===== config.mk =====
export PLATFORM = sky130hd
export DESIGN_NAME = jtshouse_scr_rom_flat
export DESIGN_NICKNAME = d
export VERILOG_FILES = /design/src/rtl/jtshouse_scr_rom_if.sv /design/src/rtl/jtshouse_scr_rom.sv /design/src/flat_wrapper.sv
export SDC_FILE = /design/constraint.sdc
export NUM_CORES = 1
export LEC_CHECK = 0
export ABC_AREA = 0
export BUFFER_PORTS_ARGS = -buffer_cell sky130_fd_sc_hd__buf_2
export CELL_PAD_IN_SITES_DETAIL_PLACEMENT = 1
export CELL_PAD_IN_SITES_GLOBAL_PLACEMENT = 2
export CORE_MARGIN = 3
export CORE_UTILIZATION = 45
export CTS_CLUSTER_SIZE = 40
export DETAILED_ROUTE_END_ITERATION = 8
export PLACE_DENSITY = 0.81
export SLEW_MARGIN = 25
export SYNTH_ARGS = -nofsm -noshare
export SYNTH_HDL_FRONTEND = slang
export SYNTH_SLANG_ARGS = --single-unit

===== constraint.sdc =====
create_clock -name clk -period 4.4 [get_ports clk]
set_input_delay 0 -clock clk [delete_from_list [all_inputs] [get_ports clk]]
set_output_delay 0 -clock clk [all_outputs]
set_load 0.02 [all_outputs]

===== src/rtl/jtshouse_scr_rom_if.sv =====
// Scroll tile fetch bus bundle: renderer byte-read port plus SDRAM line-burst port.
//   master: renderer + SDRAM slot side (drives scr_cs/scr_addr, rom_ack/rom_dst/rom_data)
//   slave : cache side (drives scr_ok/scr_data, rom_req/rom_addr)
interface jtshouse_scr_rom_if #(
    parameter int unsigned AW = 20
);
    logic          scr_cs;
    logic [AW-1:0] scr_addr;
    logic          scr_ok;
    logic [7:0]    scr_data;
    logic          rom_req;
    logic [AW-2:0] rom_addr;
    logic          rom_ack;
    logic          rom_dst;
    logic [15:0]   rom_data;

    modport master (
        output scr_cs, scr_addr,
        input  scr_ok, scr_data,
        input  rom_req, rom_addr,
        output rom_ack, rom_dst, rom_data
    );

    modport slave (
        input  scr_cs, scr_addr,
        output scr_ok, scr_data,
        output rom_req, rom_addr,
        input  rom_ack, rom_dst, rom_data
    );
endinterface


===== src/rtl/jtshouse_scr_rom.sv =====
// Scroll tile-pixel line cache: serves renderer byte reads from a small fully
// associative cache of 8-byte tile rows, refilling misses from SDRAM in 4-halfword bursts.
//   rst, clk   : async active-high reset, system clock
//   flush_i    : invalidate all lines, drop any in-flight fill, block new fills
//   bus        : slave side of the renderer / SDRAM bundle
//   st_miss_o  : saturating miss counter
module jtshouse_scr_rom #(
    parameter int unsigned LINES = 2,
    parameter int unsigned AW    = 20
) (
    input  logic                rst,
    input  logic                clk,
    input  logic                flush_i,
    jtshouse_scr_rom_if.slave   bus,
    output logic [7:0]          st_miss_o
);
    localparam int unsigned TW = AW - 3;
    localparam int unsigned LW = (LINES > 2) ? 2 : 1;

    localparam logic [1:0] ST_IDLE  = 2'd0;
    localparam logic [1:0] ST_REQ   = 2'd1;
    localparam logic [1:0] ST_BURST = 2'd2;

    logic [1:0]    state_q, state_d;
    logic          req_q, req_d;
    logic [AW-2:0] raddr_q, raddr_d;
    logic [LW-1:0] victim_q, victim_d;
    logic [LW-1:0] ptr_q, ptr_d;
    logic [1:0]    wc_q, wc_d;
    logic [LINES-1:0] valid_q, valid_d;
    logic          drop_q, drop_d;
    logic [7:0]    miss_q, miss_d;
    logic [AW-1:0] addr_l_q;
    logic          hit_l_q;
    logic [7:0]    data_l_q;

    logic [TW-1:0] tag_q [LINES];
    logic [15:0]   mem_q [LINES][4];

    logic [TW-1:0] cur_tag_c;
    logic          hit_c;
    logic [15:0]   hit_word_c;
    logic [7:0]    hit_byte_c;
    logic          start_c;

    assign cur_tag_c = bus.scr_addr[AW-1:3];

    // Tag match; misses never duplicate a resident tag, so at most one line hits.
    always_comb begin
        hit_c      = 1'b0;
        hit_word_c = '0;
        for (int i = 0; i < LINES; i++) begin
            if (valid_q[i] && (tag_q[i] == cur_tag_c)) begin
                hit_c      = 1'b1;
                hit_word_c = mem_q[i][bus.scr_addr[2:1]];
            end
        end
    end

    assign hit_byte_c = bus.scr_addr[0] ? hit_word_c[15:8] : hit_word_c[7:0];

    // Fill FSM next-state; flush overrides valid bits and pointer last.
    always_comb begin
        state_d  = state_q;
        req_d    = req_q;
        raddr_d  = raddr_q;
        victim_d = victim_q;
        ptr_d    = ptr_q;
        wc_d     = wc_q;
        valid_d  = valid_q;
        drop_d   = drop_q;
        miss_d   = miss_q;
        start_c  = 1'b0;
        case (state_q)
            ST_IDLE: begin
                if (bus.scr_cs && !hit_c && !flush_i) begin
                    start_c         = 1'b1;
                    state_d         = ST_REQ;
                    req_d           = 1'b1;
                    raddr_d         = {cur_tag_c, 2'b00};
                    victim_d        = ptr_q;
                    valid_d[ptr_q]  = 1'b0;
                    drop_d          = 1'b0;
                    if (miss_q != 8'hFF) miss_d = miss_q + 8'd1;
                end
            end
            ST_REQ: begin
                if (bus.rom_ack) begin
                    state_d = ST_BURST;
                    req_d   = 1'b0;
                    wc_d    = 2'd0;
                end
            end
            ST_BURST: begin
                if (bus.rom_dst) begin
                    wc_d = wc_q + 2'd1;
                    if (wc_q == 2'd3) begin
                        state_d = ST_IDLE;
                        if (!drop_q) valid_d[victim_q] = 1'b1;
                        ptr_d = LW'(ptr_q + 1'b1);
                    end
                end
            end
            default: state_d = ST_IDLE;
        endcase
        if (flush_i) begin
            valid_d = '0;
            ptr_d   = '0;
            if (state_q != ST_IDLE) drop_d = 1'b1;
        end
    end

    // Control and lookup registers.
    always_ff @(posedge clk or posedge rst) begin
        if (rst) begin
            state_q  <= ST_IDLE;
            req_q    <= 1'b0;
            raddr_q  <= '0;
            victim_q <= '0;
            ptr_q    <= '0;
            wc_q     <= 2'd0;
            valid_q  <= '0;
            drop_q   <= 1'b0;
            miss_q   <= 8'd0;
            addr_l_q <= '0;
            hit_l_q  <= 1'b0;
            data_l_q <= 8'd0;
        end else begin
            state_q  <= state_d;
            req_q    <= req_d;
            raddr_q  <= raddr_d;
            victim_q <= victim_d;
            ptr_q    <= ptr_d;
            wc_q     <= wc_d;
            valid_q  <= valid_d;
            drop_q   <= drop_d;
            miss_q   <= miss_d;
            addr_l_q <= bus.scr_addr;
            hit_l_q  <= hit_c;
            if (hit_c) data_l_q <= hit_byte_c;
        end
    end

    // Line storage; contents are qualified by valid bits so no reset is needed.
    always_ff @(posedge clk) begin
        if (start_c) tag_q[ptr_q] <= cur_tag_c;
        if (state_q == ST_BURST && bus.rom_dst) mem_q[victim_q][wc_q] <= bus.rom_data;
    end

    // Data is only flagged valid when the address has been stable for a full cycle.
    assign bus.scr_ok   = bus.scr_cs & hit_l_q & (bus.scr_addr == addr_l_q);
    assign bus.scr_data = data_l_q;
    assign bus.rom_req  = req_q;
    assign bus.rom_addr = raddr_q;
    assign st_miss_o    = miss_q;
endmodule


===== src/flat_wrapper.sv =====
// flat-port wrapper written by rule: the top's interface ports become plain ports
module jtshouse_scr_rom_flat 
#(
    parameter int unsigned LINES = 2,
    parameter int unsigned AW    = 20
)
  (rst, clk, flush_i, st_miss_o, bus_scr_cs, bus_scr_addr, bus_scr_ok, bus_scr_data, bus_rom_req, bus_rom_addr, bus_rom_ack, bus_rom_dst, bus_rom_data);
  jtshouse_scr_rom_if #(.AW(AW)) bus_i ();
  input  logic rst;
  input  logic clk;
  input  logic flush_i;
  output logic [7:0] st_miss_o;
  input wire logic [$bits(bus_i.scr_cs)-1:0] bus_scr_cs;
  input wire logic [$bits(bus_i.scr_addr)-1:0] bus_scr_addr;
  output wire logic [$bits(bus_i.scr_ok)-1:0] bus_scr_ok;
  output wire logic [$bits(bus_i.scr_data)-1:0] bus_scr_data;
  output wire logic [$bits(bus_i.rom_req)-1:0] bus_rom_req;
  output wire logic [$bits(bus_i.rom_addr)-1:0] bus_rom_addr;
  input wire logic [$bits(bus_i.rom_ack)-1:0] bus_rom_ack;
  input wire logic [$bits(bus_i.rom_dst)-1:0] bus_rom_dst;
  input wire logic [$bits(bus_i.rom_data)-1:0] bus_rom_data;
  assign bus_i.scr_cs = bus_scr_cs;
  assign bus_i.scr_addr = bus_scr_addr;
  assign bus_scr_ok = bus_i.scr_ok;
  assign bus_scr_data = bus_i.scr_data;
  assign bus_rom_req = bus_i.rom_req;
  assign bus_rom_addr = bus_i.rom_addr;
  assign bus_i.rom_ack = bus_rom_ack;
  assign bus_i.rom_dst = bus_rom_dst;
  assign bus_i.rom_data = bus_rom_data;
  jtshouse_scr_rom #(.LINES(LINES), .AW(AW)) u_core (.rst(rst), .clk(clk), .flush_i(flush_i), .bus(bus_i), .st_miss_o(st_miss_o));
endmodule

==> results_dict.tcl <==
set metrics [dict create \
    status "finished clean" \
    powerDensity_nw_per_um2 487 \
    drive_above_1_share_pct 26.8 \
    end_kind "flop" \
    final_common_cell "edfxtp_1" \
    area_growth_pct 20.3 \
    start_util_pct 46.2 \
    cts.sinks 226 \
    crit_path_max_fanout 26 \
    hold_viol 0 \
    ant_nets 0 \
    met3_usage_pct 2.96 \
    die_y_um 148 \
    fin_util_pct 55.6 \
    htreeDepth 1 \
    grt_busiest_layer "met2" \
    totalWireLength_um 20200 \
    grt.total_usage_pct 19.0 \
    worst-setup-path-type "flop to flop" \
    syn_avg_cell_area_sq_um 17.4 \
    drcViolationCount 0 \
    synth_cell_types 45 \
    io_pins 79 \
    fmax_ghz 0.384 \
    holdPathStages 1 \
    root_buffer "clkbuf_16" \
    rows 51 \
    cts_buffers 24 \
    gr-usage-met2_pct 34.2 \
    cts_tree "built" \
    gr-usage-met1_pct 24.2 \
    instances_no_fill 934 \
    place_inst 848 \
    postSynthCellCount 521 \
    vias 5010 \
    synth_edf_count 162 \
    place.gp.congestion 0.796 \
    cp_top_family "buffers and inverters" \
    fill_cells 1846 \
    peakVddDrop_v 0.000353 \
    slew_violations 0 \
    synth_warnings 0 \
    final_cell_mix "edfxtp_1, buf_2, dfrtp_1, dlygate4sd3_1, xnor2_1" \
    fin_crit_ns 2.61 \
    numPortBuffers 76 \
    post_cts_resized 0 \
    skew_ns 0.00973 \
    crit_top_cell "nand3_1" \
    clk-insertion-delay-late_ns 0.52 \
    postSynth.asyncResetShare_pct 28.3 \
    synth.cell_area_sq_um 9090 \
    synthFlopType "edfxtp_1" \
    hpwl_um 12700 \
    grt_pass1_wl_um 32200 \
    crit_path_top_delay_cell "inv_1" \
    setup_violations 0 \
    hold_class "input port to flop" \
    clock_path_buffers 3 \
    rsz0062_at_grt "false" \
    post_drt_wl_per_cell_um 21.6 \
    gr-total-overflow 0 \
    dieArea_sq_um 21900 \
    ys_seq_area_share_pct 71.1 \
    crit_buf_inv 2 \
    cp_num_cells 7 \
    reg2reg_depth 7 \
    post_cts_buffers 0 \
    fin_crit_sh_pct 59.2 \
    tightestPinTransition_ns 0.969 \
    drt_first_pass_iters 5 \
    required_ns 4.55 \
    fp.dieW_um 148 \
    antenna_found_initial 0 \
    clkTransAtPathRegs_ns 0.06 \
    insertedDiodeCount 0 \
    slew_headroom_pct 35.2 \
    tns_ns 0 \
    drt_iter0_drc 244 \
    arrival_ns 2.75 \
    synth-seq-cells 226 \
    grt_pass1_vias 5595 \
    coreArea_sq_um 19700 \
    leakagePower_nw 3.97 \
    nets 698 \
    crit_path_start_kind "flop" \
    path_cells "xor2_1 -> nor4_1 -> nand3_1 -> o22a_1 -> buf_4 -> nand3_1 -> inv_1" \
    via_per_inst 5.36 \
    max_stage_delay_ns 0.56 \
    drv_cap 0 \
    grt_max_degree 65 \
]
## what timing repair did
action	in CTS	in global routing
setup endpoints to repair	0	0
hold buffers	40	0
hold endpoints to repair	271	0
## layout make-up
cell class / count / area (sq um) / area share, %
Timing Repair Buffer: 122 / 837 / 7.66
Clock inverter: 12 / 66.3 / 0.607
Sequential cell: 226 / 6470 / 59.2
Inverter: 9 / 33.8 / 0.309
Tap cell: 265 / 332 / 3.03
Multi-Input combinational cell: 268 / 2530 / 23.2
Clock buffer: 32 / 661 / 6.04
## cells by family (layout without fill, tap and decap cells)
logic type,after synthesis,after routing,share of synthesized area [%]
compound gates,38,38,3.11
xor+xnor,60,60,5.78
fa+ha+maj,5,5,0.688
buf+inv,28,175,1.71
flops,226,226,71.1
mux,52,52,10.7
other cells,1,2,0.0413
simple gates,111,111,6.80
## path summary, 6_finish.rpt
path,end,slack [ns],start
min in group asynchronous,u_core.state_q[0],0.30,rst
max reg2reg,u_core.tag_q[1][11],1.79,u_core.tag_q[1][6]
max in group asynchronous,u_core.bus.rom_addr[6],3.55,rst
min,u_core.addr_l_q[0],0.09,bus_scr_addr[0]
min reg2reg,u_core.bus.scr_data[1],0.48,u_core.bus.scr_data[1]
max,u_core.tag_q[1][11],1.79,u_core.tag_q[1][6]
## power by group
group	internal, mW	leakage [nW]	switching (mW)
logic	0.360	1.36	0.473
clock network	1.05	0.364	0.801
registers	2.50	2.25	0.135
total	3.91	3.97	1.41
## registers in the layout (all words and copies together), names as in the netlist
register             flops
u_core.mem_q           128
u_core.tag_q            34
u_core.addr_l_q         20
u_core.bus.rom_addr     17
u_core.bus.scr_data      8
u_core.st_miss_o         8
u_core.state_q           2
u_core.valid_q           2
u_core.wc_q              2
u_core.bus.rom_req       1
u_core.drop_q            1
u_core.hit_l_q           1
u_core.ptr_q             1
u_core.victim_q          1
## per-stage QoR
| stage | cell area (sq um) | hold slack (ns) | power (mW) | setup slack, ns |
|---|---|---|---|---|
| 6_report | 10900 | 0.0862 | 5.32 | 1.79 |
| 5_1_grt | 10900 | 0.113 | 5.57 | 1.63 |
| 4_1_cts | 10900 | 0.0973 | 5.38 | 1.77 |
| 3_5_place_dp | 9760 | 0.204 | 3.48 | 1.83 |
| 3_3_place_gp | 9760 | 0.200 | 3.43 | 1.94 |
| 2_1_floorplan | 9090 | 0.0314 | 3.18 | 2.07 |
## cell usage after synthesis, types with 8 or more instances
master    number  area [sq um]
a211oi_1      16           120
clkbuf_1      10          37.5
dfrtp_1       64          1600
edfxtp_1     162          4860
inv_1          9          33.8
mux2_2        11           124
mux2_4         8           120
mux4_2        32           721
nand2_1       24          90.1
nand3_1        8          40.0
nand4_1       16           100
nor2_1        15          56.3
nor2b_1       19           119
nor4_1         8          50.1
o31ai_1        8          60.1
xnor2_1       36           315
xor2_1        24           210
## layer usage
layer	up-vias	wire length, um
li1	2260	-
met1	2620	8310
met2	96	10700
met3	34	722
met4	0	415
met5	-	0
Note: power is estimated with default switching activity, not from simulation.
